**src/rtl/booth_pkg.sv**
```systemverilog
// Shared widths, FSM state type and Booth digit decode for the radix-4 sequential multiplier.
package booth_pkg;

    localparam int OPW   = 16;
    localparam int PPW   = 17;
    localparam int PW    = 32;
    localparam int NITER = 8;
    localparam int CNTW  = $clog2(NITER);

    typedef enum logic [1:0] {
        IDLE = 2'd0,
        BUSY = 2'd1,
        DONE = 2'd2
    } state_t;

    typedef struct packed {
        logic neg;
        logic one;
        logic two;
    } booth_sel_t;

    function automatic booth_sel_t booth_decode(input logic [2:0] triple);
        booth_sel_t s;
        s = '0;
        case (triple)
            3'b001, 3'b010: s.one = 1'b1;
            3'b011:         s.two = 1'b1;
            3'b100: begin
                s.two = 1'b1;
                s.neg = 1'b1;
            end
            3'b101, 3'b110: begin
                s.one = 1'b1;
                s.neg = 1'b1;
            end
            default:        s = '0;
        endcase
        return s;
    endfunction

endpackage

```
**src/rtl/booth_pp_gen.sv**
```systemverilog
// Radix-4 Booth encoder and partial-product generator: one triple of the
// multiplier selects 0, +-A or +-2A of the 16-bit multiplicand.
module booth_pp_gen
    import booth_pkg::*;
(
    input  logic [2:0]     triple_i,
    input  logic [OPW-1:0] a_i,
    output logic [PPW-1:0] pp_o,
    output logic           pp_sign_o
);

    booth_sel_t     sel;
    logic [PPW-1:0] a_ext;
    logic [PPW-1:0] mag;

    always_comb begin
        sel   = booth_decode(triple_i);
        a_ext = {a_i[OPW-1], a_i};
        mag   = '0;
        if (sel.one) begin
            mag = a_ext;
        end else if (sel.two) begin
            mag = a_ext << 1;
        end
        pp_o = sel.neg ? (~mag + 1'b1) : mag;
        // -2 * -32768 = +65536 wraps in 17 bits; the true sign is carried
        // separately so the caller can sign-extend the exact value.
        pp_sign_o = (sel.one | sel.two) & (a_i != '0) & (sel.neg ^ a_i[OPW-1]);
    end

endmodule

```
**src/rtl/booth_seq_acc.sv**
```systemverilog
// Sequential radix-4 Booth multiplier, 16x16 -> 32 signed, one digit per cycle.
// Optional BOOTH_ZERO_SKIP_EN: zero operands bypass BUSY and finish immediately.
module booth_seq_acc
    import booth_pkg::*;
(
    input  logic           clk,
    input  logic           rst,
    input  logic           in_valid,
    output logic           in_ready,
    input  logic [OPW-1:0] a,
    input  logic [OPW-1:0] b,
    output logic           out_valid,
    input  logic           out_ready,
    output logic [PW-1:0]  p,
    output logic           busy
);

    state_t          state_q;
    logic [OPW-1:0]  a_q;
    logic [OPW-1:0]  b_q;
    logic [PW-1:0]   acc_q;
    logic [PW-1:0]   acc_d;
    logic [CNTW-1:0] cnt_q;
    logic [PW-1:0]   p_q;
    logic            in_ready_q;
    logic            out_valid_q;
    logic            busy_q;

    logic [OPW:0]    b_ext;
    logic [2:0]      triple;
    logic [PPW-1:0]  pp;
    logic            pp_sign;
    logic [PW-1:0]   pp_ext;
    logic [CNTW:0]   shamt;

    always_comb begin
        b_ext  = {b_q, 1'b0};
        triple = '0;
        for (int i = 0; i < NITER; i++) begin
            if (cnt_q == CNTW'(i)) begin
                triple = b_ext[2*i +: 3];
            end
        end
    end

    booth_pp_gen u_pp_gen (
        .triple_i  (triple),
        .a_i       (a_q),
        .pp_o      (pp),
        .pp_sign_o (pp_sign)
    );

    always_comb begin
        shamt  = {cnt_q, 1'b0};
        pp_ext = {{(PW-PPW){pp_sign}}, pp};
        acc_d  = acc_q + (pp_ext << shamt);
    end

    // State    | meaning
    // IDLE     | waiting for an operand pair, in_ready high
    // BUSY     | one Booth digit accumulated per cycle, NITER cycles
    // DONE     | product held on p until the consumer takes it
    always_ff @(posedge clk) begin
        if (rst) begin
            state_q     <= IDLE;
            a_q         <= '0;
            b_q         <= '0;
            acc_q       <= '0;
            cnt_q       <= '0;
            p_q         <= '0;
            in_ready_q  <= 1'b0;
            out_valid_q <= 1'b0;
            busy_q      <= 1'b0;
        end else begin
            case (state_q)
                IDLE: begin
                    in_ready_q <= 1'b1;
                    if (in_valid && in_ready_q) begin
                        a_q        <= a;
                        b_q        <= b;
                        acc_q      <= '0;
                        cnt_q      <= '0;
                        in_ready_q <= 1'b0;
`ifdef BOOTH_ZERO_SKIP_EN
                        if ((a == '0) || (b == '0)) begin
                            p_q         <= '0;
                            out_valid_q <= 1'b1;
                            state_q     <= DONE;
                        end else begin
                            busy_q  <= 1'b1;
                            state_q <= BUSY;
                        end
`else
                        busy_q  <= 1'b1;
                        state_q <= BUSY;
`endif
                    end
                end
                BUSY: begin
                    acc_q <= acc_d;
                    cnt_q <= cnt_q + 1'b1;
                    if (cnt_q == CNTW'(NITER - 1)) begin
                        p_q         <= acc_d;
                        busy_q      <= 1'b0;
                        out_valid_q <= 1'b1;
                        state_q     <= DONE;
                    end
                end
                DONE: begin
                    if (out_ready) begin
                        out_valid_q <= 1'b0;
                        in_ready_q  <= 1'b1;
                        state_q     <= IDLE;
                    end
                end
                default: begin
                    in_ready_q  <= 1'b0;
                    out_valid_q <= 1'b0;
                    busy_q      <= 1'b0;
                    state_q     <= IDLE;
                end
            endcase
        end
    end

    assign in_ready  = in_ready_q;
    assign out_valid = out_valid_q;
    assign busy      = busy_q;
    assign p         = p_q;

endmodule
```
**config.mk**
```make
export PLATFORM = sky130hd
export DESIGN_NAME = booth_seq_acc
export DESIGN_NICKNAME = d
export VERILOG_FILES = /design/src/rtl/booth_pkg.sv /design/src/rtl/booth_pp_gen.sv /design/src/rtl/booth_seq_acc.sv
export SDC_FILE = /design/constraint.sdc
export NUM_CORES = 1
export LEC_CHECK = 0
export ABC_AREA = 1
export BUFFER_PORTS_ARGS = -buffer_cell sky130_fd_sc_hd__buf_2
export CAP_MARGIN = 20
export CORE_MARGIN = 1
export CORE_UTILIZATION = 59
export CTS_CLUSTER_SIZE = 28
export DETAILED_ROUTE_END_ITERATION = 8
export PLACE_DENSITY = 0.76
export SYNTH_ARGS = -nofsm -noshare
export SYNTH_HDL_FRONTEND = slang
export SYNTH_SLANG_ARGS = --single-unit
```
**constraint.sdc**
```tcl
create_clock -name clk -period 9.4 [get_ports clk]
set_input_delay 1.88 -clock clk [delete_from_list [all_inputs] [get_ports clk]]
set_output_delay 1.88 -clock clk [all_outputs]
set_load 0.02 [all_outputs]
```
==> results.sh <==
export IMPL_status="complete, no violations"
export IMPL_syn_mean_instance_area_um2=6.45
export IMPL_ys_flop_type="dfxtp_1"
export IMPL_cp_top_family="simple AND/OR/NAND/NOR gates"
export IMPL_vias=7244
export IMPL_critical_path_slowest_cell="dfxtp_1"
export IMPL_startpoint_type="register"
export IMPL_min_period_ns=7.72
export IMPL_async_reset_ff_share_pct=0
export IMPL_area_growth_pct=9.36
export IMPL_root_buffer="clkbuf_16"
export IMPL_r2r_slack_ns=1.68
export IMPL_vdd_drop_max_mv=0.132
export IMPL_fin_nets=1252
export IMPL_wl_per_cell_um=13.1
export IMPL_fp_coreArea_um2=12100
export IMPL_slew_violations=0
export IMPL_syn_inst=1137
export IMPL_grt_max_degree=42
export IMPL_cts_sinks=104
export IMPL_io_pins=71
export IMPL_worstPathRequired_ns=9.65
export IMPL_firstDrtPassIters=5
export IMPL_final_layout_size_suffix_gt1_share_pct=11.0
export IMPL_synth_net_count=1216
export IMPL_yosysUniqueCellTypes=48
export IMPL_power_w=0.00109
export IMPL_synth_edf_count=0
export IMPL_initial_core_util_pct=60.8
export IMPL_grt_ovfl_total=0
export IMPL_wl_met3_um=794
export IMPL_slowest_delay_ns=0.84
export IMPL_die_w_um=114
export IMPL_drc_errors=0
export IMPL_m1WireLength_um=8880
export IMPL_cp_num_cells=44
export IMPL_drt_first_iter_violations=464
export IMPL_worst_pin_slew_ns=1.10
export IMPL_cts_hold_buf=0
export IMPL_path_class="register to register"
export IMPL_arrival_ns=7.97
export IMPL_ant_nets=0
export IMPL_io_buffers=70
export IMPL_ff2ff_path_depth=44
export IMPL_max_slew_margin_rel_pct=26.5
export IMPL_finalCritPeriodShare_pct=82.1
export IMPL_numCtsBuffers=9
export IMPL_crit_path_frequent_cell="nand2_1"
export IMPL_place_ws_ns=1.96
export IMPL_worst_slack_ns=1.68
export IMPL_dr_wl_met2_um=7700
export IMPL_hpwl_um=13200
export IMPL_whs_ns=0.465
export IMPL_powerDensity_nw_per_um2=136
export IMPL_grt_pass1_wl_um=29800
export IMPL_htree_levels=3
export IMPL_totalWireLength_um=17600
export IMPL_antenna_found_initial=0
export IMPL_rows=40
export IMPL_worst_path_max_fanout=25
export IMPL_p_leak_nw=4.13
export IMPL_setup_tns_ns=0
export IMPL_hp_class="register to register"
export IMPL_grt_pass1_vias=6460
export IMPL_cts_tree="done"
export IMPL_cts_resized_gates=0
export IMPL_yosysWarnings=0
export IMPL_crit_buf_inv=5
export IMPL_top_layer="met4"
export IMPL_rsz0062_at_grt="no"
export IMPL_grt_usage_pct=28.4
export IMPL_worst_setup_path_end_kind="register"
export IMPL_hold_violations=0
export IMPL_clkLatencyLatePin_ns=0.36
export IMPL_fin_worst_skew_ns=0.0107
export IMPL_drv_cap=0
export IMPL_setup_violations=0
export IMPL_gp_congestion=0.959
export IMPL_min_delay_path_depth=2
export IMPL_netlist_area_um2=7340
export IMPL_postCtsSetupRepairBufs=0
export IMPL_num_antenna_cells=0
export IMPL_clkTransAtPathRegs_ns=0.08
export IMPL_die_area_um2=12900
export IMPL_ys_ff_latch=104
export IMPL_clock_fmax_mhz=130
export IMPL_yosysSeqAreaShare_pct=28.4
export IMPL_clk_path_buf_depth=2
export IMPL_die_y_um=114
export IMPL_routed_via_density=5.38
[registers in the layout (all words and copies together), names as in the netlist]
name       flops
acc_q         32
cnt_q          3
state_q        2
busy           1
in_ready       1
b_q           16
out_valid      1
a_q           16
p             32
[worst register-to-register path, delay by kind of cell, from the launching register on]
kind,cells,cell delay (ns)
compound gates,12,2.00
buf+inv,5,1.08
simple gates,23,2.12
fa+ha+maj,3,1.38
xor+xnor,1,0.19
flops,1,0.84
[report_power, final]
part / internal (W) / switching [W]
clock network: 0.000189 / 0.000190
logic: 0.0000794 / 0.000162
registers: 0.000456 / 0.0000144
[worst paths after layout]
path,end,from
min reg2reg,b_q[5],b_q[5]
max,p[27],cnt_q[1]
max reg2reg,p[27],cnt_q[1]
min,b_q[5],b_q[5]
[kinds of logic after synthesis]
family / Yosys count / synth area share [%]
simple gates: 536 / 31.9
compound gates: 248 / 18.9
buf+inv: 173 / 9.31
flops: 104 / 28.4
fa+ha+maj: 43 / 7.44
xor+xnor: 31 / 3.70
mux: 2 / 0.273
[synthesized netlist by cell type (2+ instances only)]
master | count | area share (%)
a21oi_1 | 92 | 6.3
a31oi_1 | 4 | 0.34
buf_1 | 2 | 0.10
buf_2 | 9 | 0.61
buf_6 | 3 | 0.46
clkbuf_1 | 36 | 1.8
clkinv_1 | 2 | 0.10
dfxtp_1 | 104 | 28
ha_1 | 42 | 7.2
inv_1 | 118 | 6.0
inv_2 | 3 | 0.15
mux2i_1 | 2 | 0.27
nand2_1 | 293 | 15
nand2_2 | 8 | 0.68
nand2_4 | 3 | 0.46
nand3_1 | 78 | 5.3
nand3_2 | 6 | 0.82
nand3b_1 | 12 | 1.2
nand3b_2 | 2 | 0.31
nand4_1 | 5 | 0.43
nor2_1 | 100 | 5.1
nor2_2 | 6 | 0.51
nor3_1 | 6 | 0.41
nor4_1 | 6 | 0.51
o2111ai_1 | 2 | 0.24
o211ai_1 | 10 | 1.0
o21a_1 | 6 | 0.61
o21ai_0 | 80 | 5.5
o21ai_1 | 19 | 1.3
o21bai_1 | 23 | 2.4
o31ai_1 | 2 | 0.20
or2_1 | 4 | 0.34
or2_2 | 5 | 0.43
xnor2_1 | 13 | 1.6
xor2_1 | 18 | 2.1
[through the flow]
step | utilization [%] | cells | instance area (µm²)
6_report | 66.5 | 1346 | 8020
5_1_grt | 66.5 | 1346 | 8020
4_1_cts | 66.5 | 1346 | 8020
3_5_place_dp | 64.0 | 1330 | 7720
3_3_place_gp | 64.0 | 1330 | 7720
2_1_floorplan | - | 1137 | 7340
[cell type report]
type                            instances  area (µm²)
Inverter                              123         462
Clock inverter                          7        75.1
Tap cell                              168         210
Fill cell                            1150        4040
Timing Repair Buffer                   75         388
Multi-Input combinational cell        860        4580
Sequential cell                       104        2080
Clock buffer                            9         225
[routing by layer]
metal,vias up,GRT usage [%]
li1,3794,-
met1,3277,39.0
met2,151,45.8
met3,22,5.10
met4,0,7.63
met5,-,0
[layout by cell type, fill, tap and decap left out, drive strengths merged, types with 2 or more instances in the layout]
master   instances
o21bai          23
dfxtp          104
a31oi            4
clkbuf           9
o21a             6
o21ai           99
o211ai          10
nand3b          14
a21oi           92
nor3             6
nor2           107
nand2          304
xor2            18
clkinv           5
inv            125
mux2i            2
or2              9
o2111ai          2
buf             75
nand3           85
nand4            5
xnor2           13
nor4             6
ha              42
o31ai            2
Power figures use the tool's default switching activity.
